<file path="src/rtl/bsg_clk_gen_pearl_pkg.sv">
// Shared types for the pearl clock-generator monitor: scheduler states and result record.
// No logic.
// No flow control.
package bsg_clk_gen_pearl_pkg;

   localparam int pearl_settle_cycles_lp   = 4;
   localparam int pearl_max_id_width_lp    = 8;
   localparam int pearl_max_count_width_lp = 32;

   typedef enum logic [1:0] {
      IDLE,
      SETTLE,
      MEASURE,
      REPORT
   } pearl_state_e;

   // Fields are sized for the largest supported configuration; users fill the low bits.
   typedef struct packed {
      logic [pearl_max_id_width_lp-1:0]    id;
      logic [pearl_max_count_width_lp-1:0] count;
      logic                                overflow;
   } pearl_result_s;

endpackage

</file>
<file path="src/rtl/bsg_clk_gen_pearl_monitor_sync.sv">
// Two-flop synchronizer for one monitor clock plus a rising-edge detector.
// Latency: 2 clk_i cycles from input edge to edge_o pulse.
// No backpressure; edge_o is a single-cycle pulse, at most one per two cycles.
module bsg_clk_gen_pearl_monitor_sync
  (input  logic clk_i,
   input  logic reset_n_i,
   input  logic d_i,
   output logic edge_o);

   logic sync1_r, sync2_r, prev_r;

   always_ff @(posedge clk_i) begin
      if (!reset_n_i) begin
         sync1_r <= 1'b0;
         sync2_r <= 1'b0;
         prev_r  <= 1'b0;
      end
      else begin
         sync1_r <= d_i;
         sync2_r <= sync1_r;
         prev_r  <= sync2_r;
      end
   end

   assign edge_o = sync2_r & ~prev_r;

endmodule

</file>
<file path="src/rtl/bsg_clk_gen_pearl_monitor_sched.sv">
// Round-robin edge counter over divided monitor clocks; BSG_CLK_GEN_PEARL_MONITOR_SCHED_SATURATE_EN selects saturating count.
// Latency: first result 1+4+window cycles after en_i is sampled (4 settle cycles, then window).
// Backpressure: result held in REPORT with v_o high until ready_i; nothing else advances meanwhile.
module bsg_clk_gen_pearl_monitor_sched
   import bsg_clk_gen_pearl_pkg::*;
 #(parameter int num_clks_p     = 4,
   parameter int window_width_p = 16,
   parameter int count_width_p  = 12,
   localparam int id_width_lp   = (num_clks_p > 1) ? $clog2(num_clks_p) : 1)
  (input  logic                      clk_i,
   input  logic                      reset_n_i,
   input  logic [num_clks_p-1:0]     clk_monitor_i,
   input  logic                      en_i,
   input  logic [window_width_p-1:0] window_i,
   output logic                      v_o,
   input  logic                      ready_i,
   output logic [id_width_lp-1:0]    id_o,
   output logic [count_width_p-1:0]  count_o,
   output logic                      overflow_o);

   pearl_state_e state_r, state_n;

   logic [id_width_lp-1:0]    ptr_r;
   logic [window_width_p-1:0] win_r;
   logic [window_width_p-1:0] timer_r;
   logic [count_width_p-1:0]  count_r;
   logic                      ovf_bit;

   logic mon_sel;
   logic edge_pulse;
   logic handshake;
   logic start_settle;
   logic timer_done;

   // Only the selected channel reaches the synchronizer; SETTLE flushes it after a switch.
   assign mon_sel = clk_monitor_i[ptr_r];

   bsg_clk_gen_pearl_monitor_sync sync
     (.clk_i     (clk_i),
      .reset_n_i (reset_n_i),
      .d_i       (mon_sel),
      .edge_o    (edge_pulse));

   assign v_o        = (state_r == REPORT);
   assign handshake  = v_o & ready_i;
   assign timer_done = (timer_r == '0);

   always_ff @(posedge clk_i) begin
      if (!reset_n_i)
         state_r <= IDLE;
      else
         state_r <= state_n;
   end

   always_comb begin
      state_n      = state_r;
      start_settle = 1'b0;
      unique case (state_r)
         IDLE: begin
            if (en_i) begin
               state_n      = SETTLE;
               start_settle = 1'b1;
            end
         end
         SETTLE: begin
            if (timer_done)
               state_n = MEASURE;
         end
         MEASURE: begin
            if (timer_done)
               state_n = REPORT;
         end
         REPORT: begin
            if (handshake) begin
               if (en_i) begin
                  state_n      = SETTLE;
                  start_settle = 1'b1;
               end
               else
                  state_n = IDLE;
            end
         end
         default: state_n = IDLE;
      endcase
   end

`ifdef BSG_CLK_GEN_PEARL_MONITOR_SCHED_SATURATE_EN
   logic ovf_r;
   assign ovf_bit = ovf_r;
`else
   assign ovf_bit = 1'b0;
`endif

   always_ff @(posedge clk_i) begin
      if (!reset_n_i) begin
         ptr_r   <= '0;
         win_r   <= '0;
         timer_r <= '0;
         count_r <= '0;
`ifdef BSG_CLK_GEN_PEARL_MONITOR_SCHED_SATURATE_EN
         ovf_r   <= 1'b0;
`endif
      end
      else begin
         if (start_settle) begin
            win_r   <= (window_i == '0) ? window_width_p'(1) : window_i;
            timer_r <= window_width_p'(pearl_settle_cycles_lp - 1);
            count_r <= '0;
`ifdef BSG_CLK_GEN_PEARL_MONITOR_SCHED_SATURATE_EN
            ovf_r   <= 1'b0;
`endif
         end
         else begin
            // The timer counts settle cycles, then is reloaded with the latched window.
            if (state_r == SETTLE) begin
               if (timer_done)
                  timer_r <= win_r - window_width_p'(1);
               else
                  timer_r <= timer_r - window_width_p'(1);
            end
            else if (state_r == MEASURE && !timer_done)
               timer_r <= timer_r - window_width_p'(1);

            if (state_r == MEASURE && edge_pulse) begin
`ifdef BSG_CLK_GEN_PEARL_MONITOR_SCHED_SATURATE_EN
               if (count_r == '1)
                  ovf_r <= 1'b1;
               else
                  count_r <= count_r + count_width_p'(1);
`else
               count_r <= count_r + count_width_p'(1);
`endif
            end
         end

         if (handshake)
            ptr_r <= (ptr_r == id_width_lp'(num_clks_p - 1)) ? '0 : ptr_r + id_width_lp'(1);
      end
   end

   pearl_result_s result;

   always_comb begin
      result                           = '0;
      result.id[id_width_lp-1:0]       = ptr_r;
      result.count[count_width_p-1:0]  = count_r;
      result.overflow                  = ovf_bit;
   end

   assign id_o       = result.id[id_width_lp-1:0];
   assign count_o    = result.count[count_width_p-1:0];
   assign overflow_o = result.overflow;

   logic unused_result_bits;
   assign unused_result_bits = ^result;

endmodule

</file>
<file path="config.mk">
export PLATFORM = sky130hd
export DESIGN_NAME = bsg_clk_gen_pearl_monitor_sched
export DESIGN_NICKNAME = d
export VERILOG_FILES = /design/src/rtl/bsg_clk_gen_pearl_pkg.sv /design/src/rtl/bsg_clk_gen_pearl_monitor_sync.sv /design/src/rtl/bsg_clk_gen_pearl_monitor_sched.sv
export SDC_FILE = /design/constraint.sdc
export NUM_CORES = 1
export LEC_CHECK = 0
export CORE_ASPECT_RATIO = 1.5
export CORE_MARGIN = 10
export CORE_UTILIZATION = 38
export DETAILED_ROUTE_END_ITERATION = 8
export PLACE_DENSITY = 0.7
export SETUP_SLACK_MARGIN = 0.3
export SYNTH_ARGS = -nofsm -noshare
export SYNTH_HDL_FRONTEND = slang
export SYNTH_SLANG_ARGS = --single-unit
</file>
<file path="constraint.sdc">
create_clock -name clk_i -period 2.45 [get_ports clk_i]
set_clock_uncertainty 0.2 [all_clocks]
set_input_delay 0.49 -clock clk_i [delete_from_list [all_inputs] [get_ports clk_i]]
set_output_delay 0.49 -clock clk_i [all_outputs]
set_load 0.01 [all_outputs]
</file>
==> reports/summary.txt <==
R2R Path Start = timer_r[0]
Net Sw Frac = 45.11%
Row cnt = 38
Ys Warns = 0
GRT Overall Usage = 12.33%
Final core occ = 54.88%
Max Slew Vio Count = 0
Syn_nets = 357
F_max = 0.4674 GHz
GRT overflow = 0
Finished Cell Area = 3966 um2
Clk network pwr share = 9.0%
Die extent in x = 90.15 um
Detail Placement HPWL = 5.451 mm
Arr. time, crit path = 2130 ps
Core Region = 7227 um2
TritonCTS buffer count = 5
Global-route wire length before repair = 11.98 mm
Placed instance area = 3453 um2
Number of I/O port buffers = 38
Seq/Total Area, Yosys = 36.40%
Final ANT Viol Nets = 0
RSZ-0062 raised after global routing = true
HP Class = register to register
Synth Area per Inst = 8.685 um2
# IOs = 40
Layout cells sized above 1 = 27.32%
Clock latency at the later pin of the worst-skew pair = 310 ps
CP Capture Type = register
Post-synthesis cell type count = 60
DP Worst Slack = -89.59 ps
Asr flop ratio synth = 0%
H-tree depth = 2
Fin Hold WS = 240.5 ps
Top FF cell, synth = dfxtp_1
Clock buffer depth = 2
Tcrit/Tclk final = 87.33%
Pwr Density = 1445 nW/um2
Slowest cell on the critical path = or4_4
Synth-to-Final Area Change = 41.39%
Die area = 11290 um2
Combinational share of power = 67.0%
Clk root buf = clkbuf_8
Sequential share of power = 24.0%
CP max FO = 7
Layout fillers = 641
Vias in the first global route = 2559
Die height = 125.2 um
Final Wtd Congestion = 0.8263
Mapped Area = 2805 um2
Initial Util = 38.82%
Total wire length = 7.646 mm
Critical path type = register to register
CTS tree = built
Internal Power = 3.145 mW
Setup crit start = timer_r[0]
Clock Pin Slew Worst Setup and Hold Paths = 90 ps
CTS Sinks = 51
Detailed-router iteration count before antenna repair = 6
P_leak = 1.501 nW
Post-synth EDFFs = 0
CP Cell Sequence = buf_4 > or4_4 > or4_2 > o21ai_0 > a21oi_1
Net Sw Power = 2.585 mW
DR WL/cell = 15.32 um
Number of diodes = 0
Post-synthesis instance total = 323
Final number of hold-violating endpoints = 0
Post-synthesis register bit count = 51
Final setup violation count = 0
# DRC = 0
Max_cap viols = 0
Largest net degree at the start of global routing = 20
VDD IR max = 711.2 uV
Hold path start = sync.sync1_r
Worst Setup Slack, final = 310.5 ps
Nets@finish = 432
Worst EP required = 2440 ps
CP max stage delay = 540 ps
Initial DRC Count = 232
CP Launch Type = register
Antenna violations before repair = 0
Min Tclk post-route = 2140 ps
Vias post-DR = 2800
DR vias/cell = 5.611
Run status = completed
-- final cells by class --
cell class                 count  area [um2]  area share [%]
multi-input combinational    244        1918           48.36
tap                          100       125.1           3.155
sequential                    51        1036           26.12
timing repair buffer          82       737.0           18.58
clock buffer                   7       86.33           2.177
inverter                      14       55.05           1.388
clock inverter                 1       8.758          0.2208
-- worst max-delay path: cells and delay by family, from the launching register on --
family | cells | cell delay [ps]
DFF | 1 | 330
AOI/OAI and AO/OA | 2 | 260
buffers and inverters | 1 | 160
and+or+nand+nor | 2 | 1080
-- sequential cells by signal (all words and copies together), names as in the netlist --
signal        cells
id_o              2
state_r           2
count_o          12
win_r            16
sync.prev_r       1
timer_r          16
sync.sync1_r      1
sync.sync2_r      1
-- cells by family (layout without fill, tap and decap cells) --
logic type | after synthesis | in the layout | synth area share, %
AOI/OAI and AO/OA | 80 | 81 | 19.85
xor gates and xnor gates | 19 | 19 | 5.932
adders and majority gates | 10 | 10 | 4.460
buffers and inverters | 29 | 104 | 4.059
DFF | 51 | 51 | 36.40
muxes | 5 | 5 | 2.230
other | 1 | 1 | 0.1337
and+or+nand+nor | 128 | 128 | 26.94
-- cells in the final DEF, fill, tap and decap left out, drive strengths merged, types with 2 or more instances in the layout --
cell type / n
a211oi: 5
a21oi: 18
a221oi: 2
a22o: 14
a41o: 2
and2: 3
and3: 2
and4: 3
buf: 44
clkbuf: 7
clkdlybuf4s50: 37
clkinv: 2
dfxtp: 51
ha: 10
inv: 13
mux2i: 4
nand2: 18
nand3: 15
nand3b: 3
nand4: 8
nor2: 33
nor3: 11
nor4: 11
nor4b: 2
o211ai: 3
o21ai: 17
o31ai: 6
o41ai: 3
or3: 5
or4: 6
xnor2: 11
xor2: 8
-- per-layer routing --
metal	GRT usage (%)	part of all wire, %	vias to the layer above
li1	-	-	1363
met1	13.64	39	1321
met2	22.56	54	99
met3	1.796	4.0	17
met4	5.639	2.3	0
met5	0	0	-
-- synth_stat cells (2+ instances only) --
master / count / area share [%]
dfxtp_1: 51 / 36
nor2_1: 33 / 4.4
a21oi_1: 18 / 3.2
nand2_1: 18 / 2.4
o21ai_0: 16 / 2.9
nand3_1: 15 / 2.7
a22o_1: 14 / 4.4
clkbuf_1: 13 / 1.7
inv_1: 13 / 1.7
xnor2_1: 11 / 3.4
ha_1: 10 / 4.5
nor3_1: 10 / 1.8
xor2_1: 8 / 2.5
nand4_1: 7 / 1.6
nor4_1: 7 / 1.6
o31ai_1: 6 / 1.6
a211oi_1: 5 / 1.3
or3_1: 5 / 1.1
or4_1: 5 / 1.3
mux2i_1: 4 / 1.4
and2_1: 3 / 0.67
nand3b_1: 3 / 0.80
nor4_4: 3 / 2.3
o211ai_1: 3 / 0.80
o41ai_1: 3 / 0.94
a221oi_1: 2 / 0.62
and3_1: 2 / 0.45
and4_2: 2 / 0.71
nor4b_1: 2 / 0.62
-- stage by stage --
step / instances / TNS (ps) / total power [mW]
after floorplan: 323 / 0 / 3.299
after global placement: 470 / -462.4 / 4.106
after detailed placement: 470 / -992.6 / 4.172
after CTS: 484 / 0 / 4.982
after global routing: 499 / 0 / 6.128
final: 499 / 0 / 5.730
-- worst paths after layout --
check                 endpoint  slack, ps  depth (start not counted)
setup / recovery    timer_r[7]        310                          5
setup reg to reg    timer_r[7]        310                          5
hold / removal    sync.sync2_r        240                          1
hold reg to reg   sync.sync2_r        240                          1
-- power groups by stage --
stage | registers (mW) | logic (mW) | clock network [mW]
finish | 1.38 | 3.84 | 0.513
global route | 1.41 | 4.17 | 0.555
CTS | 1.32 | 3.13 | 0.528
detailed placement | 1.31 | 2.86 | 0
global placement | 1.30 | 2.80 | 0
floorplan | 1.23 | 2.07 | 0
-- repair_timing --
action                                  4_1_cts  5_1_grt
endpoints found under the hold margin         0        0
cloned                                        1        1
gates resized for setup                      20       44
pin swaps                                     6       17
setup buffers                                 5       14
endpoints found under the setup margin       36       36
hold buffers                                  0        0
Note: power is estimated with default switching activity, not from simulation.
